<file path="config.mk">
export PLATFORM = sky130hd
export DESIGN_NAME = ring_monitor
export DESIGN_NICKNAME = d
export VERILOG_FILES = /design/src/rtl/ring_pkg.sv /design/src/rtl/ring_monitor_onehot_enc.sv /design/src/rtl/ring_monitor.sv
export SDC_FILE = /design/constraint.sdc
export NUM_CORES = 1
export LEC_CHECK = 0
export ABC_CLOCK_PERIOD_IN_PS = 4300
export BUFFER_PORTS_ARGS = -buffer_cell sky130_fd_sc_hd__buf_4
export CAP_MARGIN = 0
export CORE_ASPECT_RATIO = 1.1
export CORE_MARGIN = 2
export CORE_UTILIZATION = 58
export DETAILED_ROUTE_END_ITERATION = 6
export PLACE_DENSITY = 0.89
export SYNTH_ARGS = -nofsm -noshare
export SYNTH_HDL_FRONTEND = slang
export SYNTH_HIERARCHICAL = 1
export SYNTH_SLANG_ARGS = --single-unit
export TNS_END_PERCENT = 20
</file>
<file path="constraint.sdc">
create_clock -name clk -period 4.3 [get_ports clk]
set_input_delay 1.075 -clock clk [delete_from_list [all_inputs] [get_ports clk]]
set_output_delay 1.075 -clock clk [all_outputs]
set_load 0.03 [all_outputs]
</file>
<file path="src/rtl/ring_pkg.sv">
// Shared types and constants for the one-hot ring counter checker.
package ring_pkg;

    typedef enum logic [1:0] {
        IDLE  = 2'd0,
        SYNC  = 2'd1,
        TRACK = 2'd2,
        FAULT = 2'd3
    } ring_state_e;

    localparam int                RING_W    = 8;
    localparam logic [RING_W-1:0] START_PAT = 8'b1000_0000;

    // One legal ring step: rotate left by one, MSB wraps into bit 0.
    function automatic logic [RING_W-1:0] rotl(input logic [RING_W-1:0] x);
        return {x[RING_W-2:0], x[RING_W-1]};
    endfunction

endpackage

</file>
<file path="src/rtl/ring_monitor_onehot_enc.sv">
// One-hot to binary index encoder. The input is assumed to be already
// validated as one-hot, so OR-ing the indices of the set bits is enough.
module onehot_enc #(
    parameter int WIDTH = 8,
    parameter int IW    = $clog2(WIDTH)
) (
    input  logic [WIDTH-1:0] onehot,
    output logic [IW-1:0]    idx
);

    // OR together the index of every set bit
    always_comb begin
        idx = '0;
        for (int i = 0; i < WIDTH; i++) begin
            if (onehot[i]) idx = idx | IW'(i);
        end
    end

endmodule

</file>
<file path="src/rtl/ring_monitor.sv">
// Checker/decoder for a one-hot rotate-left ring counter. Verifies every
// step is a single left rotation, reports the active bit position, counts
// laps and requests re-initialisation when the ring is corrupt/unknown.
module ring_monitor
    import ring_pkg::*;
#(
    parameter int               WIDTH     = 8,
    parameter int               LAP_W     = 16,
    parameter logic [WIDTH-1:0] START_PAT = {1'b1, {(WIDTH-1){1'b0}}}
) (
    input  logic                     clk,
    input  logic                     rst,
    input  logic                     init_in,
    input  logic [WIDTH-1:0]         ring_in,
    output logic [$clog2(WIDTH)-1:0] pos,
    output logic                     pos_valid,
    output logic                     lap_pulse,
    output logic [LAP_W-1:0]         lap_count,
    output logic                     err,
    output logic [7:0]               err_count,
    output logic                     reinit_req
);

    localparam int PW = $clog2(WIDTH);

    function automatic logic [WIDTH-1:0] rotl_w(input logic [WIDTH-1:0] x);
        return {x[WIDTH-2:0], x[WIDTH-1]};
    endfunction

    ring_state_e       state_q, state_d;
    logic [WIDTH-1:0]  prev_q, prev_d;
    logic [PW-1:0]     pos_q, pos_d;
    logic              pos_valid_q, pos_valid_d;
    logic              lap_pulse_q, lap_pulse_d;
    logic [LAP_W-1:0]  lap_count_q, lap_count_d;
    logic              err_q, err_d;
    logic [7:0]        err_count_q, err_count_d;
    logic              reinit_q, reinit_d;

    logic [PW-1:0]     enc_idx;
    logic              sync_ok;
    logic              step_ok;
    logic              at_start;
    logic [7:0]        err_count_inc;

    onehot_enc #(.WIDTH(WIDTH), .IW(PW)) u_enc (
        .onehot (ring_in),
        .idx    (enc_idx)
    );

    assign at_start      = (ring_in == START_PAT);
    assign sync_ok       = at_start;
    assign step_ok       = (ring_in == rotl_w(prev_q));
    assign err_count_inc = (err_count_q == 8'hFF) ? 8'hFF : err_count_q + 8'd1;

    // State register
    always_ff @(posedge clk or posedge rst) begin
        if (rst) state_q <= IDLE;
        else     state_q <= state_d;
    end

    // Next state: init always wins, otherwise sync/track checks
    always_comb begin
        state_d = state_q;
        if (init_in) begin
            state_d = SYNC;
        end else begin
            case (state_q)
                SYNC:    state_d = sync_ok ? TRACK : FAULT;
                TRACK:   state_d = step_ok ? TRACK : FAULT;
                default: state_d = state_q;
            endcase
        end
    end

    // Output/datapath next values; pulses default low each cycle
    always_comb begin
        prev_d      = prev_q;
        pos_d       = pos_q;
        pos_valid_d = pos_valid_q;
        lap_pulse_d = 1'b0;
        lap_count_d = lap_count_q;
        err_d       = 1'b0;
        err_count_d = err_count_q;
        reinit_d    = reinit_q;
        if (init_in) begin
            // Ring loads START_PAT on this edge; whatever it shows now is not checked
            reinit_d    = 1'b0;
            pos_valid_d = 1'b0;
        end else begin
            case (state_q)
                IDLE: reinit_d = 1'b1;
                SYNC: begin
                    if (sync_ok) begin
                        prev_d      = ring_in;
                        pos_d       = PW'(WIDTH-1);
                        pos_valid_d = 1'b1;
                    end else begin
                        err_d       = 1'b1;
                        err_count_d = err_count_inc;
                        pos_valid_d = 1'b0;
                        reinit_d    = 1'b1;
                    end
                end
                TRACK: begin
                    if (step_ok) begin
                        prev_d = ring_in;
                        pos_d  = enc_idx;
                        if (at_start) begin
                            lap_pulse_d = 1'b1;
                            lap_count_d = lap_count_q + 1'b1;
                        end
                    end else begin
                        // prev is kept so the bad value never becomes a reference
                        err_d       = 1'b1;
                        err_count_d = err_count_inc;
                        pos_valid_d = 1'b0;
                        reinit_d    = 1'b1;
                    end
                end
                default: reinit_d = 1'b1;
            endcase
        end
    end

    // Datapath/output registers; reinit_req comes out of reset asserted
    always_ff @(posedge clk or posedge rst) begin
        if (rst) begin
            prev_q      <= '0;
            pos_q       <= '0;
            pos_valid_q <= 1'b0;
            lap_pulse_q <= 1'b0;
            lap_count_q <= '0;
            err_q       <= 1'b0;
            err_count_q <= '0;
            reinit_q    <= 1'b1;
        end else begin
            prev_q      <= prev_d;
            pos_q       <= pos_d;
            pos_valid_q <= pos_valid_d;
            lap_pulse_q <= lap_pulse_d;
            lap_count_q <= lap_count_d;
            err_q       <= err_d;
            err_count_q <= err_count_d;
            reinit_q    <= reinit_d;
        end
    end

    assign pos        = pos_q;
    assign pos_valid  = pos_valid_q;
    assign lap_pulse  = lap_pulse_q;
    assign lap_count  = lap_count_q;
    assign err        = err_q;
    assign err_count  = err_count_q;
    assign reinit_req = reinit_q;

endmodule

</file>
==> flow_summary.toml, run 1 <==
[layout]
nets = 246
fin_util = 0.740
fill_cells = 272
final_common_cell = "buf_4"
drive_gt1_frac = 0.341
syn_to_final_growth_pct = 20.4
final_cells = 280
final_cell_mix = "buf_4, dfrtp_1, xor2_1"
multi_input_area_um2 = 988
seq_area_um2 = 1030
diodes = 0

[floorplanning]
core-area_um2 = 3390
io_pins = 42
initial_core_util = 0.615
die_x_um = 61.1
rows = 22
die_y_um = 66.8
die_area_um2 = 4080

[detailed_routing]
vias_per_cell = 5.46
first_pass_iters = 4
num_vias = 1529
drt-wirelength-per-cell_um = 13.9
detail-route-antenna-nets = 0
wl_um = 3900
drc = 0
initialDrtViolationCount = 77

[yosys]
synthesis.area_per_instance_um2 = 11.1
synth.area.top_cells = "dfrtp_1, xor2_1, mux2_2, nor4_2, nor2_1"
synth_fa_ha_area_frac = 0.0241
synth-xor-area-share = 0.100
synth_top_family_by_area = "simple AND/OR/NAND/NOR gates"
yosys.area_share.simple = 0.218
yosysWarnings = 6
synth_top_area_share = 0.481
synth_nets = 203
yosysTopAreaCell = "dfrtp_1"
synth_cell_types = 36
synth_mux_area_frac = 0.0812
ys_ff_latch = 41
synth_compound_area_frac = 0.0511
yosysSeqAreaShare = 0.494
netlist_area_um2 = 2080
syn-instance-count = 188

[place]
port_buffers = 41
place_worst_setup_slack_ns = 0.972
dp.cells = 272
gp_congestion = 0.878
hpwl_um = 2870

[cts]
htreeDepth = 2
path_clk_slew_ns = 0.11
cts_buffers = 5
cts_root_buf = "clkbuf_4"
postCtsHoldBufs = 0
clk_latency_ns = 0.36
clock_path_buffers = 2
cts_resized = 0
cts_sinks = 41
cts_tree = "yes"
post-cts-setup-buffers = 0

[critical_path]
slowest_delay_ns = 0.67
critPathArrivalTime_ns = 3.20
start_kind = "input port"
required_ns = 4.55
criticalPathCategory = "in -> reg"
slowest_stage = "nand3_1"
critPathTopFamily = "simple AND/OR/NAND/NOR gates"
path_buf_inv = 1
crit_chain = "buf_4 > xor2_1 > nor4_2 > nand3_1 > or3_4 > xnor2_2"
critical_path.max_fanout = 20
endpoint_kind = "flip-flop"

[power]
design_power_total_uw = 1010
power_density_nw_per_um2 = 402
ir_drop_mv = 0.406
p_leak_uw = 0.00117

[timing]
finalCritPeriodShare = 0.685
min_period_ns = 2.94
fin_setup_tns_ns = 0
clock_skew_ns = 0.0156
fin_ws_ns = 1.36
finalHoldViolations = 0
finalSetupViolCount = 0
grt_setup_unrepaired = "no"
drv_slew = 0
relSlewSlack = 0.438
max_freq_mhz = 340
worstMarginPinSlew_ns = 0.840

[global_route]
first_global_vias = 1485
grt_pass1_wl_um = 6710
grt_max_degree = 42
antenna_found_initial = 0
overflow = 0
grt_usage = 0.226

[run_status]
status = "completed"

[hold_path]
min_path_type = "reg -> reg"

[run]
drv_cap = 0
state kept, by name, indices dropped and copies added (netlist names):
| register | flops |
|---|---|
| state_q | 2 |
| reinit_req | 1 |
| pos_valid | 1 |
| pos | 3 |
| err_count | 8 |
| lap_count | 16 |
| prev_q | 8 |
| lap_pulse | 1 |
| err | 1 |
routing by layer:
metal,global-route usage,wire length [um]
met1,0.297,1720
met2,0.352,1960
met3,0.0408,131
met4,0.114,91
met5,0,0
area by class of cell:
class / instances / share of cell area
clock inverters: 1 / 0.0120
inverters: 8 / 0.0120
clock buffers: 7 / 0.0220
well taps: 48 / 0.0240
flip-flops and latches: 41 / 0.410
repair buffers: 42 / 0.126
multi-input cells: 133 / 0.394
Yosys cell counts (all sizes together):
cell type,number
a21bo,1
a21boi,1
a21oi,5
a31oi,6
a41oi,3
and3,3
and3b,1
and4,2
buf,3
clkbuf,3
dfrtp,40
dfstp,1
ha,4
inv,8
mux2,15
nand2,14
nand2b,4
nand3,10
nand3b,1
nand4,5
nor2,17
nor3,5
nor4,6
nor4b,1
or2,1
or3,2
or4,3
xnor2,4
xor2,19
metrics by stage:
step	hold slack (ns)	area (um^2)
finish	0.487	2510
global route	0.510	2510
CTS	0.493	2510
detailed placement	0.477	2420
global placement	0.459	2420
floorplan	0.498	2080
worst paths after layout:
| check | startpoint | endpoint | slack, ns | cells after the start |
|---|---|---|---|---|
| max | ring_in[3] | lap_count[12]$_DFFE_PP0P_ | 1.36 | 6 |
| min | lap_count[15]$_DFFE_PP0P_ | lap_count[15]$_DFFE_PP0P_ | 0.49 | 1 |
| max reg2reg | prev_q[2]$_DFFE_PP0P_ | lap_count[12]$_DFFE_PP0P_ | 1.78 | 5 |
| min reg2reg | lap_count[15]$_DFFE_PP0P_ | lap_count[15]$_DFFE_PP0P_ | 0.49 | 1 |
| max in group asynchronous | rst | reinit_req$_DFFE_PP1P_ | 3.12 | 3 |
| min in group asynchronous | rst | lap_count[7]$_DFFE_PP0P_ | 0.81 | 3 |
logic make-up (layout without fill, tap and decap cells):
logic type	count (synthesis)	in the layout
simple gates	75	75
flops	41	41
xor+xnor	23	23
compound gates	16	16
mux	15	15
buf+inv	14	58
fa+ha+maj	4	4
report_power, final:
group | switching [uW] | leakage (uW) | internal [uW]
Sequential | 55.9 | 0.000504 | 438
Combinational | 145 | 0.000619 | 112
Clock | 119 | 0.0000455 | 139
No activity file was read; power rests on OpenSTA's default activity.
==> run 2: changes to the inputs <==
--- a/config.mk
+++ b/config.mk
@@ -5,14 +5,14 @@
 export SDC_FILE = /design/constraint.sdc
 export NUM_CORES = 1
 export LEC_CHECK = 0
-export ABC_CLOCK_PERIOD_IN_PS = 4300
+export ABC_CLOCK_PERIOD_IN_PS = 2760
 export BUFFER_PORTS_ARGS = -buffer_cell sky130_fd_sc_hd__buf_4
 export CAP_MARGIN = 0
 export CORE_ASPECT_RATIO = 1.1
 export CORE_MARGIN = 2
-export CORE_UTILIZATION = 58
+export CORE_UTILIZATION = 54
 export DETAILED_ROUTE_END_ITERATION = 6
-export PLACE_DENSITY = 0.89
+export PLACE_DENSITY = 0.84
 export SYNTH_ARGS = -nofsm -noshare
 export SYNTH_HDL_FRONTEND = slang
 export SYNTH_HIERARCHICAL = 1
==> constraint.sdc (replaced) <==
create_clock -name clk -period 2.76 [get_ports clk]
set_input_delay 0.69 -clock clk [delete_from_list [all_inputs] [get_ports clk]]
set_output_delay 0.69 -clock clk [all_outputs]
set_load 0.03 [all_outputs]
==> flow_summary.toml, run 2 (same netlist as run 1, synthesis figures left out) <==
[run_status]
status = "completed"

[place]
gp_congestion = 0.815
dp.cells = 276
place_worst_setup_slack_ns = 0.314
hpwl_um = 2970
port_buffers = 41

[timing]
finalHoldViolations = 0
fin_setup_tns_ns = 0
min_period_ns = 2.16
relSlewSlack = 0.626
worstMarginPinSlew_ns = 0.558
fin_ws_ns = 0.599
max_freq_mhz = 463
finalSetupViolCount = 0
clock_skew_ns = 0.00577
drv_slew = 0
finalCritPeriodShare = 0.783
grt_setup_unrepaired = "no"
hold_slack_ns = 0.483

[layout]
drive_gt1_frac = 0.342
diodes = 0
syn_to_final_growth_pct = 21.5
nets = 248
final_common_cell = "buf_4"
final_cells = 284
final_cell_mix = "buf_4, dfrtp_1, xor2_1"
largest_register_ffs = 16

[power]
p_leak_uw = 0.00118
power_density_nw_per_um2 = 624
ir_drop_mv = 0.272

[global_route]
grt_pass1_wl_um = 6950
grt_max_degree = 42
first_global_vias = 1594
antenna_found_initial = 0
grt_usage = 0.204
overflow = 0

[cts]
clk_latency_ns = 0.29
cts_resized = 0
cts_tree = "yes"
htreeDepth = 2
cts_root_buf = "clkbuf_8"
path_clk_slew_ns = 0.07
cts_buffers = 5
postCtsHoldBufs = 0
clock_path_buffers = 2
post-cts-setup-buffers = 0
cts_sinks = 41

[critical_path]
criticalPathCategory = "in -> reg"
critPathArrivalTime_ns = 2.34
worstRegToRegCells = 6
start_kind = "input port"
reg2reg_slack_ns = 0.72
crit_chain = "buf_4 > xor2_1 > nor4_2 > nand3_1 > buf_4 > or3_4 > xnor2_2"
critical_path.max_fanout = 20
timing.rr.end = "lap_count[12]$_DFFE_PP0P_"
endpoint_kind = "flip-flop"
slowest_delay_ns = 0.45
path_common_cell = "buf_4"
r2r-start = "prev_q[7]$_DFFE_PP0P_"
slowest_stage = "nor4_2"
required_ns = 2.94

[detailed_routing]
drc = 0
vias_per_cell = 5.50
drt-wirelength-per-cell_um = 14.5
detail-route-antenna-nets = 0
initialDrtViolationCount = 90
first_pass_iters = 4
num_vias = 1563
wl_um = 4120

[floorplanning]
die_x_um = 63.2
die_y_um = 69.1
rows = 23
core-area_um2 = 3680
io_pins = 42
initial_core_util = 0.565
die_area_um2 = 4370

[hold_path]
min_path_type = "reg -> reg"
holdPathStages = 1
min_to = "lap_count[15]$_DFFE_PP0P_"
min_from = "lap_count[15]$_DFFE_PP0P_"

[run]
drv_cap = 0
-- run 2: cell count changes in the layout (fill, tap and decap cells not counted), sizes merged --
cell	before	now
buf	42	44
bufinv	1	0
clkbuf	7	8
-- run 2: routing by layer --
layer  global-route usage  vias to the layer above  wire length (um)
li1                     -                      752                 -
met1                0.230                      763              1700
met2                0.359                       40              2120
met3               0.0424                        8               177
met4                0.106                        0               112
met5                    0                        -                 0
-- run 2: final cells by class --
type,instances,area (um^2)
timing repair buffer,44,330
fill,302,1150
multi-input combinational,133,988
inverter,8,30.0
tap,50,62.6
clock buffer,8,90.1
sequential,41,1030
-- run 2: through the flow --
| stage | cell area (um^2) | utilization | power (uW) |
|---|---|---|---|
| global placement | 2440 | 0.662 | 1170 |
| global route | 2530 | 0.686 | 1670 |
| detailed placement | 2440 | 0.662 | 1190 |
| CTS | 2530 | 0.686 | 1590 |
| floorplan | 2080 | - | 1030 |
| finish | 2530 | 0.686 | 1580 |
-- run 2: worst max-delay path by stage --
stage | cells after the start | end | startpoint | slack [ns]
after detailed placement | 7 | lap_count[12]$_DFFE_PP0P_ | ring_in[0] | 0.31
after floorplan | 6 | lap_count[12]$_DFFE_PP0P_ | ring_in[0] | 0.59
final | 7 | lap_count[12]$_DFFE_PP0P_ | ring_in[0] | 0.60
after global placement | 7 | lap_count[12]$_DFFE_PP0P_ | ring_in[0] | 0.39
after CTS | 7 | lap_count[12]$_DFFE_PP0P_ | ring_in[0] | 0.62
after global routing | 6 | lap_count[15]$_DFFE_PP0P_ | ring_in[3] | 0.49
-- run 2: where the power goes --
| part | total (uW) | leakage [uW] | internal (uW) | switching [uW] |
|---|---|---|---|---|
| Combinational | 408 | 0.000628 | 174 | 233 |
| Sequential | 775 | 0.000504 | 682 | 93.1 |
| Clock | 395 | 0.0000455 | 204 | 191 |
| Total | 1580 | 0.00118 | 1060 | 517 |
-- run 2: worst max-delay path, delay by kind of cell --
| family | cells | cell delay (ns) |
|---|---|---|
| buffers and inverters | 2 | 0.35 |
| AND/OR/NAND/NOR | 3 | 0.99 |
| XOR/XNOR | 2 | 0.29 |
==> run 3: changes to the inputs <==
--- a/config.mk
+++ b/config.mk
@@ -5,14 +5,14 @@
 export SDC_FILE = /design/constraint.sdc
 export NUM_CORES = 1
 export LEC_CHECK = 0
-export ABC_CLOCK_PERIOD_IN_PS = 2760
+export ABC_CLOCK_PERIOD_IN_PS = 1800
 export BUFFER_PORTS_ARGS = -buffer_cell sky130_fd_sc_hd__buf_4
 export CAP_MARGIN = 0
 export CORE_ASPECT_RATIO = 1.1
 export CORE_MARGIN = 2
-export CORE_UTILIZATION = 54
+export CORE_UTILIZATION = 49
 export DETAILED_ROUTE_END_ITERATION = 6
-export PLACE_DENSITY = 0.84
+export PLACE_DENSITY = 0.8
 export SYNTH_ARGS = -nofsm -noshare
 export SYNTH_HDL_FRONTEND = slang
 export SYNTH_HIERARCHICAL = 1
==> constraint.sdc (replaced) <==
create_clock -name clk -period 1.8 [get_ports clk]
set_input_delay 0.45 -clock clk [delete_from_list [all_inputs] [get_ports clk]]
set_output_delay 0.45 -clock clk [all_outputs]
set_load 0.03 [all_outputs]
==> flow_summary.toml, run 3 (same netlist as run 1, synthesis figures left out) <==
[detailed_routing]
initialDrtViolationCount = 70
detail-route-antenna-nets = 0
first_pass_iters = 4
drt-wirelength-per-cell_um = 14.8
wl_met1_um = 1950
vias_per_cell = 5.38
top_layer_used = "met4"
num_vias = 1672
wl_um = 4600
wl_met2_um = 2370
drc = 0
met3_length_um = 192

[place]
place_worst_setup_slack_ns = -0.319
placed_area_um2 = 2660
port_buffers = 41
hpwl_um = 3140
dp.cells = 302
gp_congestion = 0.790

[floorplanning]
initial_core_util = 0.517
die_x_um = 66.1
rows = 24
die_area_um2 = 4780
die_y_um = 72.3
io_pins = 42
core-area_um2 = 4020

[critical_path]
critPathArrivalTime_ns = 2.05
start_kind = "flip-flop"
required_ns = 1.99
critical_path.max_fanout = 15
criticalPathCategory = "reg -> reg"
endpoint_kind = "flip-flop"

[cts]
clk_latency_ns = 0.30
cts_sinks = 41
clock_path_buffers = 2
cts_root_buf = "clkbuf_8"
htreeDepth = 2
cts_tree = "yes"
path_clk_slew_ns = 0.08
cts_buffers = 5

[power]
p_clk_frac = 0.240
p_sw_frac = 0.338
p_switching_uw = 822
power_density_nw_per_um2 = 859
seq_power_share = 0.483
p_leak_uw = 0.00138
ir_drop_mv = 0.783
p_int_uw = 1610
share_comb_of_total_power = 0.278

[timing]
drv_slew = 0
fin_ws_ns = -0.0604
worstMarginPinSlew_ns = 0.518
finalCritPeriodShare = 1.03
min_period_ns = 1.86
finalSetupViolCount = 18
grt_setup_unrepaired = "yes"
clock_skew_ns = 0.0125
finalHoldViolations = 0
max_freq_mhz = 538
relSlewSlack = 0.655

[layout]
design_area_um2 = 2830
final_common_cell = "buf_4"
final_cell_mix = "buf_4, dfrtp_1, xor2_1"
largest_register_ffs = 16
fill_cells = 301
drive_gt1_frac = 0.436
final_cells = 311
syn_to_final_growth_pct = 36.2
diodes = 0
nets = 273

[run_status]
failed_checks = "negative setup slack"
status = "finished with violations"

[global_route]
grt_max_degree = 42
first_global_vias = 1679
grt_usage = 0.216
antenna_found_initial = 0
overflow = 0
grt_pass1_wl_um = 7860

[run]
drv_cap = 0

[hold_path]
min_path_type = "in -> async"
## run 3: worst paths after layout
check | start | to | slack, ns | cells after the start
max | prev_q[5]$_DFFE_PP0P_ | lap_count[12]$_DFFE_PP0P_ | -0.06 | 6
min | rst | lap_count[8]$_DFFE_PP0P_ | 0.28 | 3
max reg2reg | prev_q[5]$_DFFE_PP0P_ | lap_count[12]$_DFFE_PP0P_ | -0.06 | 6
min reg2reg | lap_count[15]$_DFFE_PP0P_ | lap_count[15]$_DFFE_PP0P_ | 0.47 | 1
max in group asynchronous | rst | reinit_req$_DFFE_PP1P_ | 1.15 | 3
min in group clk | init_in | reinit_req$_DFFE_PP1P_ | 0.33 | 2
## run 3: critical path: stages, from the launching register on
cell	delay (ns)
dfrtp_1	0.39
xor2_1	0.17
nor4_4	0.36
nand3_1	0.15
buf_6	0.20
or3_4	0.35
xnor2_2	0.13
## run 3: power by group through the flow
stage	Clock [uW]	Sequential, uW	Combinational (uW)
3_5_place_dp	0	1190	658
3_3_place_gp	0	1190	642
6_report	584	1180	676
2_1_floorplan	0	1320	273
5_1_grt	634	1200	736
4_1_cts	597	1170	668
## run 3: routing by layer
metal	up-vias	track usage
met5	-	0
li1	805	-
met2	35	0.348
met4	0	0.0771
met3	9	0.0589
met1	823	0.279
## run 3: what timing repair did
action                     4_1_cts  5_1_grt
gates cloned                     1        0
pin swaps                        9        3
hold buffers                     0        0
gates resized for setup          8        8
setup endpoints to repair       27       36
buffers inserted                 0        0
hold endpoints to repair         0        0
## run 3: through the flow
step                      hold slack, ns  utilization  total power, uW  setup TNS (ns)
after global placement             0.461        0.660             1830           -7.58
after CTS                          0.298        0.691             2440          -0.275
after global routing               0.341        0.704             2570           -2.58
after detailed placement           0.467        0.660             1850           -8.62
after floorplan                    0.483            -             1590          -0.126
final                              0.280        0.704             2440          -0.418
## run 3: layout make-up
type | instances | area, um^2 | share of cell area
Sequential cell | 41 | 1030 | 0.362
Timing Repair Buffer | 68 | 514 | 0.181
Inverter | 8 | 30.0 | 0.0106
Clock buffer | 6 | 72.6 | 0.0256
Multi-Input combinational cell | 134 | 1110 | 0.393
Clock inverter | 2 | 10.0 | 0.00353
Tap cell | 52 | 65.1 | 0.0230
